`config.mk`:
```
export PLATFORM = sky130hd
export DESIGN_NAME = pwm_timer_bank
export DESIGN_NICKNAME = d
export VERILOG_FILES = /design/src/rtl/pwm_timer_pkg.sv /design/src/rtl/pwm_timer_channel.sv /design/src/rtl/pwm_timer_bank.sv
export SDC_FILE = /design/constraint.sdc
export NUM_CORES = 2
export LEC_CHECK = 0
export CORE_MARGIN = 1.5
export CORE_UTILIZATION = 55
export DETAILED_ROUTE_END_ITERATION = 10
export PLACE_DENSITY = 0.72
export SYNTH_ARGS = -nofsm -noshare
export SYNTH_HDL_FRONTEND = slang
export SYNTH_SLANG_ARGS = --single-unit
```
`constraint.sdc`:
```
create_clock -name clk_clk -period 9.1 [get_ports clk_clk]
set_input_delay 2.275 -clock clk_clk [delete_from_list [all_inputs] [get_ports clk_clk]]
set_output_delay 2.275 -clock clk_clk [all_outputs]
set_load 0.03 [all_outputs]
```
`src/rtl/pwm_timer_pkg.sv`:
```
// pwm_timer_pkg: register map offsets and control bit positions shared by the timer bank
package pwm_timer_pkg;
  localparam logic [1:0] REG_CTRL = 2'd0;
  localparam logic [1:0] REG_PERIOD = 2'd1;
  localparam logic [1:0] REG_COMPARE = 2'd2;
  localparam logic [1:0] REG_COUNT = 2'd3;
  localparam logic [1:0] REG_PRESCALE = 2'd0;
  localparam logic [1:0] REG_STATUS = 2'd1;
  localparam logic [1:0] REG_START = 2'd2;
  localparam int CTRL_EN = 0;
  localparam int CTRL_ONESHOT = 1;
  localparam int CTRL_IE = 2;
  localparam int CTRL_INVERT = 3;
  localparam int CTRL_W = 4;
endpackage

```
`src/rtl/pwm_timer_channel.sv`:
```
// pwm_timer_channel: one counter/compare PWM channel holding CTRL, PERIOD, COMPARE and COUNT
module pwm_timer_channel
  import pwm_timer_pkg::*;
#(
  parameter int CNT_W = 32
) (
  input  logic        clk,
  input  logic        rst,
  input  logic        tick,
  input  logic        we_ctrl,
  input  logic        we_period,
  input  logic        we_compare,
  input  logic        we_count,
  input  logic        start,
  input  logic [31:0] wdata,
  input  logic [1:0]  rsel,
  output logic        pwm,
  output logic        wrap,
  output logic        ie,
  output logic [31:0] rdata
);
  logic [CTRL_W-1:0] ctrl_q, ctrl_d;
  logic [CNT_W-1:0] period_q, period_d, compare_q, compare_d, count_q, count_d;
  logic pwm_q, pwm_d, step;
  always_comb begin
    step = tick & ctrl_q[CTRL_EN] & ~we_count & ~start;
    wrap = step & (count_q >= period_q);
    ctrl_d = we_ctrl ? wdata[CTRL_W-1:0] : ctrl_q;
    ctrl_d[CTRL_EN] = start | (we_ctrl ? wdata[CTRL_EN] : ctrl_q[CTRL_EN] & ~(wrap & ctrl_q[CTRL_ONESHOT]));
    period_d = we_period ? wdata[CNT_W-1:0] : period_q;
    compare_d = we_compare ? wdata[CNT_W-1:0] : compare_q;
    count_d = start ? '0 : we_count ? wdata[CNT_W-1:0] : wrap ? '0 : step ? count_q + CNT_W'(1) : count_q;
    pwm_d = (ctrl_q[CTRL_EN] & (count_q < compare_q)) ^ ctrl_q[CTRL_INVERT];
    rdata = rsel == REG_CTRL ? 32'(ctrl_q) : rsel == REG_PERIOD ? 32'(period_q) :
            rsel == REG_COMPARE ? 32'(compare_q) : 32'(count_q);
  end
  always_ff @(posedge clk) begin
    if (rst) begin
      ctrl_q <= '0;
      period_q <= '0;
      compare_q <= '0;
      count_q <= '0;
      pwm_q <= 1'b0;
    end else begin
      ctrl_q <= ctrl_d;
      period_q <= period_d;
      compare_q <= compare_d;
      count_q <= count_d;
      pwm_q <= pwm_d;
    end
  end
  assign pwm = pwm_q;
  assign ie = ctrl_q[CTRL_IE];
endmodule

```
`src/rtl/pwm_timer_bank.sv`:
```
// pwm_timer_bank: Avalon-MM multi-channel PWM/timer with shared prescaler, W1C status and level irq
module pwm_timer_bank
  import pwm_timer_pkg::*;
#(
  parameter int NUM_CH = 8,
  parameter int CNT_W = 32,
  parameter int PRESCALE_W = 16,
  localparam int ADDR_W = $clog2(NUM_CH) + 3
) (
  input  logic              clk_clk,
  input  logic              reset_reset,
  input  logic [ADDR_W-1:0] avs_address,
  input  logic              avs_write,
  input  logic [31:0]       avs_writedata,
  input  logic              avs_read,
  output logic [31:0]       avs_readdata,
  output logic [NUM_CH-1:0] pwm_export,
  output logic              irq
);
  localparam int CH_W = NUM_CH > 1 ? $clog2(NUM_CH) : 1;
  logic [PRESCALE_W-1:0] prescale_q, prescale_d, pcnt_q, pcnt_d;
  logic [NUM_CH-1:0] status_q, status_d, wrap, ie, start;
  logic [31:0] ch_rdata [NUM_CH];
  logic [31:0] rdata_q, rdata_d;
  logic irq_q, irq_d, tick, glob, gw;
  logic [1:0] reg_sel;
  logic [CH_W-1:0] ch_sel;
  always_comb begin
    glob = avs_address[ADDR_W-1];
    reg_sel = avs_address[1:0];
    ch_sel = CH_W'(avs_address >> 2) & CH_W'(NUM_CH - 1);
    gw = avs_write & glob;
    tick = pcnt_q == prescale_q;
    start = (gw && reg_sel == REG_START) ? avs_writedata[NUM_CH-1:0] : '0;
    prescale_d = (gw && reg_sel == REG_PRESCALE) ? avs_writedata[PRESCALE_W-1:0] : prescale_q;
    pcnt_d = ((gw && reg_sel == REG_PRESCALE) || tick) ? '0 : pcnt_q + PRESCALE_W'(1);
    status_d = (status_q & ~((gw && reg_sel == REG_STATUS) ? avs_writedata[NUM_CH-1:0] : '0)) | wrap;
    irq_d = |(status_q & ie);
    rdata_d = !avs_read ? '0 : !glob ? ch_rdata[ch_sel] : reg_sel == REG_PRESCALE ? 32'(prescale_q) :
              reg_sel == REG_STATUS ? 32'(status_q) : '0;
  end
  always_ff @(posedge clk_clk) begin
    if (reset_reset) begin
      prescale_q <= '0;
      pcnt_q <= '0;
      status_q <= '0;
      irq_q <= 1'b0;
      rdata_q <= '0;
    end else begin
      prescale_q <= prescale_d;
      pcnt_q <= pcnt_d;
      status_q <= status_d;
      irq_q <= irq_d;
      rdata_q <= rdata_d;
    end
  end
  for (genvar i = 0; i < NUM_CH; i++) begin : g_ch
    logic we;
    assign we = avs_write & ~glob & (ch_sel == CH_W'(i));
    pwm_timer_channel #(.CNT_W(CNT_W)) u_ch (
      .clk(clk_clk),
      .rst(reset_reset),
      .tick(tick),
      .we_ctrl(we && reg_sel == REG_CTRL),
      .we_period(we && reg_sel == REG_PERIOD),
      .we_compare(we && reg_sel == REG_COMPARE),
      .we_count(we && reg_sel == REG_COUNT),
      .start(start[i]),
      .wdata(avs_writedata),
      .rsel(reg_sel),
      .pwm(pwm_export[i]),
      .wrap(wrap[i]),
      .ie(ie[i]),
      .rdata(ch_rdata[i])
    );
  end
  assign avs_readdata = rdata_q;
  assign irq = irq_q;
endmodule

```
==> results.yml <==
status:
  status: "finished, violations left"
  violations: "max-capacitance violations"
detailed_routing:
  num_vias: 55901
  viasPerCell: 6.55
  drt_drc_violations_left: 0
  post_drt_wl_per_cell_um: 26.5
  dr.pass1.iters: 9
  drt-total-wl_um: 226000
  postRouteAntennaNets: 0
  drt_iter0_drc: 8266
clock_network:
  ctsHoldBuffers: 0
  postCtsSetupRepairBufs: 0
  cts-root-buf: "clkbuf_16"
  cts-buffers-inserted: 102
  clock_sinks: 881
  cts_tree: "done"
  cts.clk_slew.worst_paths_ns: 0.06
  clk_latency_ns: 0.72
  cts_htree_levels: 3
  post_cts_resized: 0
  clock_path_buffers: 3
synthesis:
  synthArstFlopShare: 0
  ys_ff_latch: 881
  synth.area.top_cells: "dfxtp_1 31%, ha_1 11%, nand2_1 11%"
  synth_top_family_by_area: "simple AND/OR/NAND/NOR gates"
  syn_inst: 7238
  synth_compound_area_frac: 0.191
  synth_top_area_frac: 0.315
  synth_simple_gate_area_frac: 0.209
  synthMuxAreaShare: 0.0816
  synth_fa_ha_area_frac: 0.115
  synth_edf_count: 0
  synth_ff_type: "dfxtp_1"
  synth.distinct_cells: 80
  synth_warnings: 0
  ys_seq_area_frac: 0.315
  syn_nets: 7793
  synth_top_cell_by_area: "dfxtp_1"
  syn_avg_cell_area_um2: 7.74
  synth_area_mm2: 0.0560
  synth_xor_area_frac: 0.0183
critical_path:
  regToRegStartpoint: "g_ch[2].u_ch.count_q[13]$_SDFFE_PP0P_"
  endpoint_kind: "flip-flop"
  crit_fanout: 18
  cpPeakStageDelay_ns: 0.96
  path_buf_inv: 1
  cp-start-kind: "primary input"
  cpMaxStageDelayCell: "nor2_1"
  cpLargestDelayFamily: "simple AND/OR/NAND/NOR gates"
  critPathLaunch: "avs_address[5]"
  crit_chain: "clkdlybuf4s50_1 > nor3b_1 > nand3_1 > nor2_1 > nor3_2 > o211a_1 > nand2_1 > o21ai_0 > a221o_1"
  arrival_ns: 6.48
  crit_required_ns: 9.69
  critical_path_class: "in2reg"
power:
  power_frac_seq: 0.426
  p_comb_frac: 0.100
  clkPwrFrac: 0.474
  total_power_w: 0.00927
  p_leak_nw: 22.0
  internal_power_w: 0.00673
  p_switching_w: 0.00253
  peakVddDrop_mv: 0.143
  p_per_area_mw_per_mm2: 151
  switching_share: 0.273
grt:
  grt_first_pass_wirelength_um: 330000
  grt_pass1_vias: 50689
  grtUsageTotal: 0.426
  grt_max_degree: 107
  overflow: 0
  antenna_found_initial: 8
place:
  postPlaceCellArea_mm2: 0.0578
  dp_slack_ns: 2.67
  place.gp.congestion: 1.04
  hpwl_um: 157000
  portBuffers: 82
timing:
  fin_skew_ns: 0.0305
  min_period_ns: 5.89
  drv_slew: 0
  final_hold_viol_count: 0
  setup_viol: 0
  rsz0062_at_grt: "false"
  tightest_slew_ns: 1.46
  fmax_mhz: 170
  relSlewSlack: 0.0209
  fin_crit_sh: 0.647
  finalSetupTns_ns: 0
  setup_ws_ns: 3.21
finish:
  fin_util: 0.611
  area_delta_synth_final_pct: 9.55
  drive_above_1_share: 0.0744
  fin_area_mm2: 0.0613
  fin_nets: 7647
floorplanning:
  rows: 116
  dieWidth_um: 322
  die_area_mm2: 0.104
  start_util: 0.558
  fp.dieH_um: 322
  core_area_mm2: 0.100
  io_pins: 83
run:
  maxCapViolCount: 1
min_path:
  hp-start: "g_ch[7].u_ch.compare_q[29]$_SDFFE_PP0P_"
  hp-class: "reg2reg"
## placed cells by master, fill, tap and decap left out, types with 121 or more instances in the layout
master and n:
inv_1 552, mux4_2 144, buf_4 136, nand3_1 160
a21oi_1 844, mux2i_1 121, o21ai_0 304, nor2_1 278
nand2_1 1574, dfxtp_1 881, nand4_1 133, ha_1 513
## flip-flops by register name, indices dropped and copies added, names as in the netlist
signal	count
g_ch.u_ch.compare_q	256
g_ch.u_ch.count_q	256
g_ch.u_ch.period_q	256
avs_readdata	32
g_ch.u_ch.ctrl_q	32
pcnt_q	16
prescale_q	16
g_ch.u_ch.pwm	8
status_q	8
irq	1
## power by group through the flow
stage / Sequential, W / Combinational [W] / Clock [W]
after global placement: 0.00403 / 0.000858 / 0
after global routing: 0.00395 / 0.000939 / 0.00455
final: 0.00395 / 0.000922 / 0.00440
after CTS: 0.00395 / 0.000868 / 0.00439
after detailed placement: 0.00403 / 0.000864 / 0
after floorplan: 0.00401 / 0.000505 / 0
## cells by family (layout without fill, tap and decap cells)
family | after synthesis | in the layout
muxes | 275 | 275
other | 0 | 3
adders and majority gates | 513 | 513
DFF | 881 | 881
AOI/OAI and AO/OA | 1790 | 1790
buffers and inverters | 1022 | 961
xor gates and xnor gates | 117 | 117
and+or+nand+nor | 2640 | 2640
## cells in the mapped netlist (all sizes together) (19+ instances only)
| cell type | number |
|---|---|
| nand2 | 1576 |
| dfxtp | 881 |
| a21oi | 845 |
| inv | 552 |
| ha | 513 |
| clkbuf | 386 |
| o21ai | 313 |
| nor2 | 298 |
| nand3 | 160 |
| mux4 | 144 |
| nand4 | 133 |
| mux2i | 121 |
| a31oi | 103 |
| a22oi | 91 |
| buf | 83 |
| nor3 | 82 |
| and3 | 79 |
| a21o | 75 |
| xnor2 | 64 |
| nor4 | 62 |
| a211oi | 59 |
| xor2 | 53 |
| nor2b | 47 |
| o211ai | 45 |
| nand2b | 39 |
| or3 | 36 |
| o22ai | 32 |
| a221oi | 30 |
| a221o | 27 |
| and2 | 27 |
| nand3b | 26 |
| and4 | 24 |
| nor3b | 20 |
| o211a | 20 |
| a2111oi | 19 |
## worst min-delay path, delay by kind of cell, from the launching register on
| family | cells | cell delay [ns] |
|---|---|---|
| compound gates | 1 | 0.05 |
| simple gates | 1 | 0.05 |
| flops | 1 | 0.31 |
## layer usage
metal,share of wire,track usage,up-vias
li1,-,-,25114
met1,0.38,0.575,26255
met2,0.40,0.594,3775
met3,0.15,0.131,751
met4,0.068,0.249,6
met5,0.00019,0,-
## worst paths after layout
check / end / slack (ns) / depth (start not counted)
setup / recovery: g_ch[2].u_ch.count_q[9]$_SDFFE_PP0P_ / 3.21 / 9
hold / removal: g_ch[7].u_ch.compare_q[29]$_SDFFE_PP0P_ / 0.45 / 2
setup reg to reg: g_ch[2].u_ch.count_q[29]$_SDFFE_PP0P_ / 4.65 / 9
hold reg to reg: g_ch[7].u_ch.compare_q[29]$_SDFFE_PP0P_ / 0.45 / 2
## final cells by class
class                           count  area, um2
Antenna cell                        3       7.51
Clock buffer                      148       3050
Clock inverter                     41        484
Fill cell                        9003      39100
Inverter                          553       2080
Multi-Input combinational cell   5335      34600
Sequential cell                   881      17600
Tap cell                         1357       1700
Timing Repair Buffer              219       1830
## metrics by stage
stage / cells / hold slack (ns)
after floorplan: 7238 / 0.436
after global placement: 8344 / 0.441
after detailed placement: 8344 / 0.446
after CTS: 8533 / 0.455
after global routing: 8534 / 0.473
final: 8537 / 0.455
(Power assumes the default switching activity.)
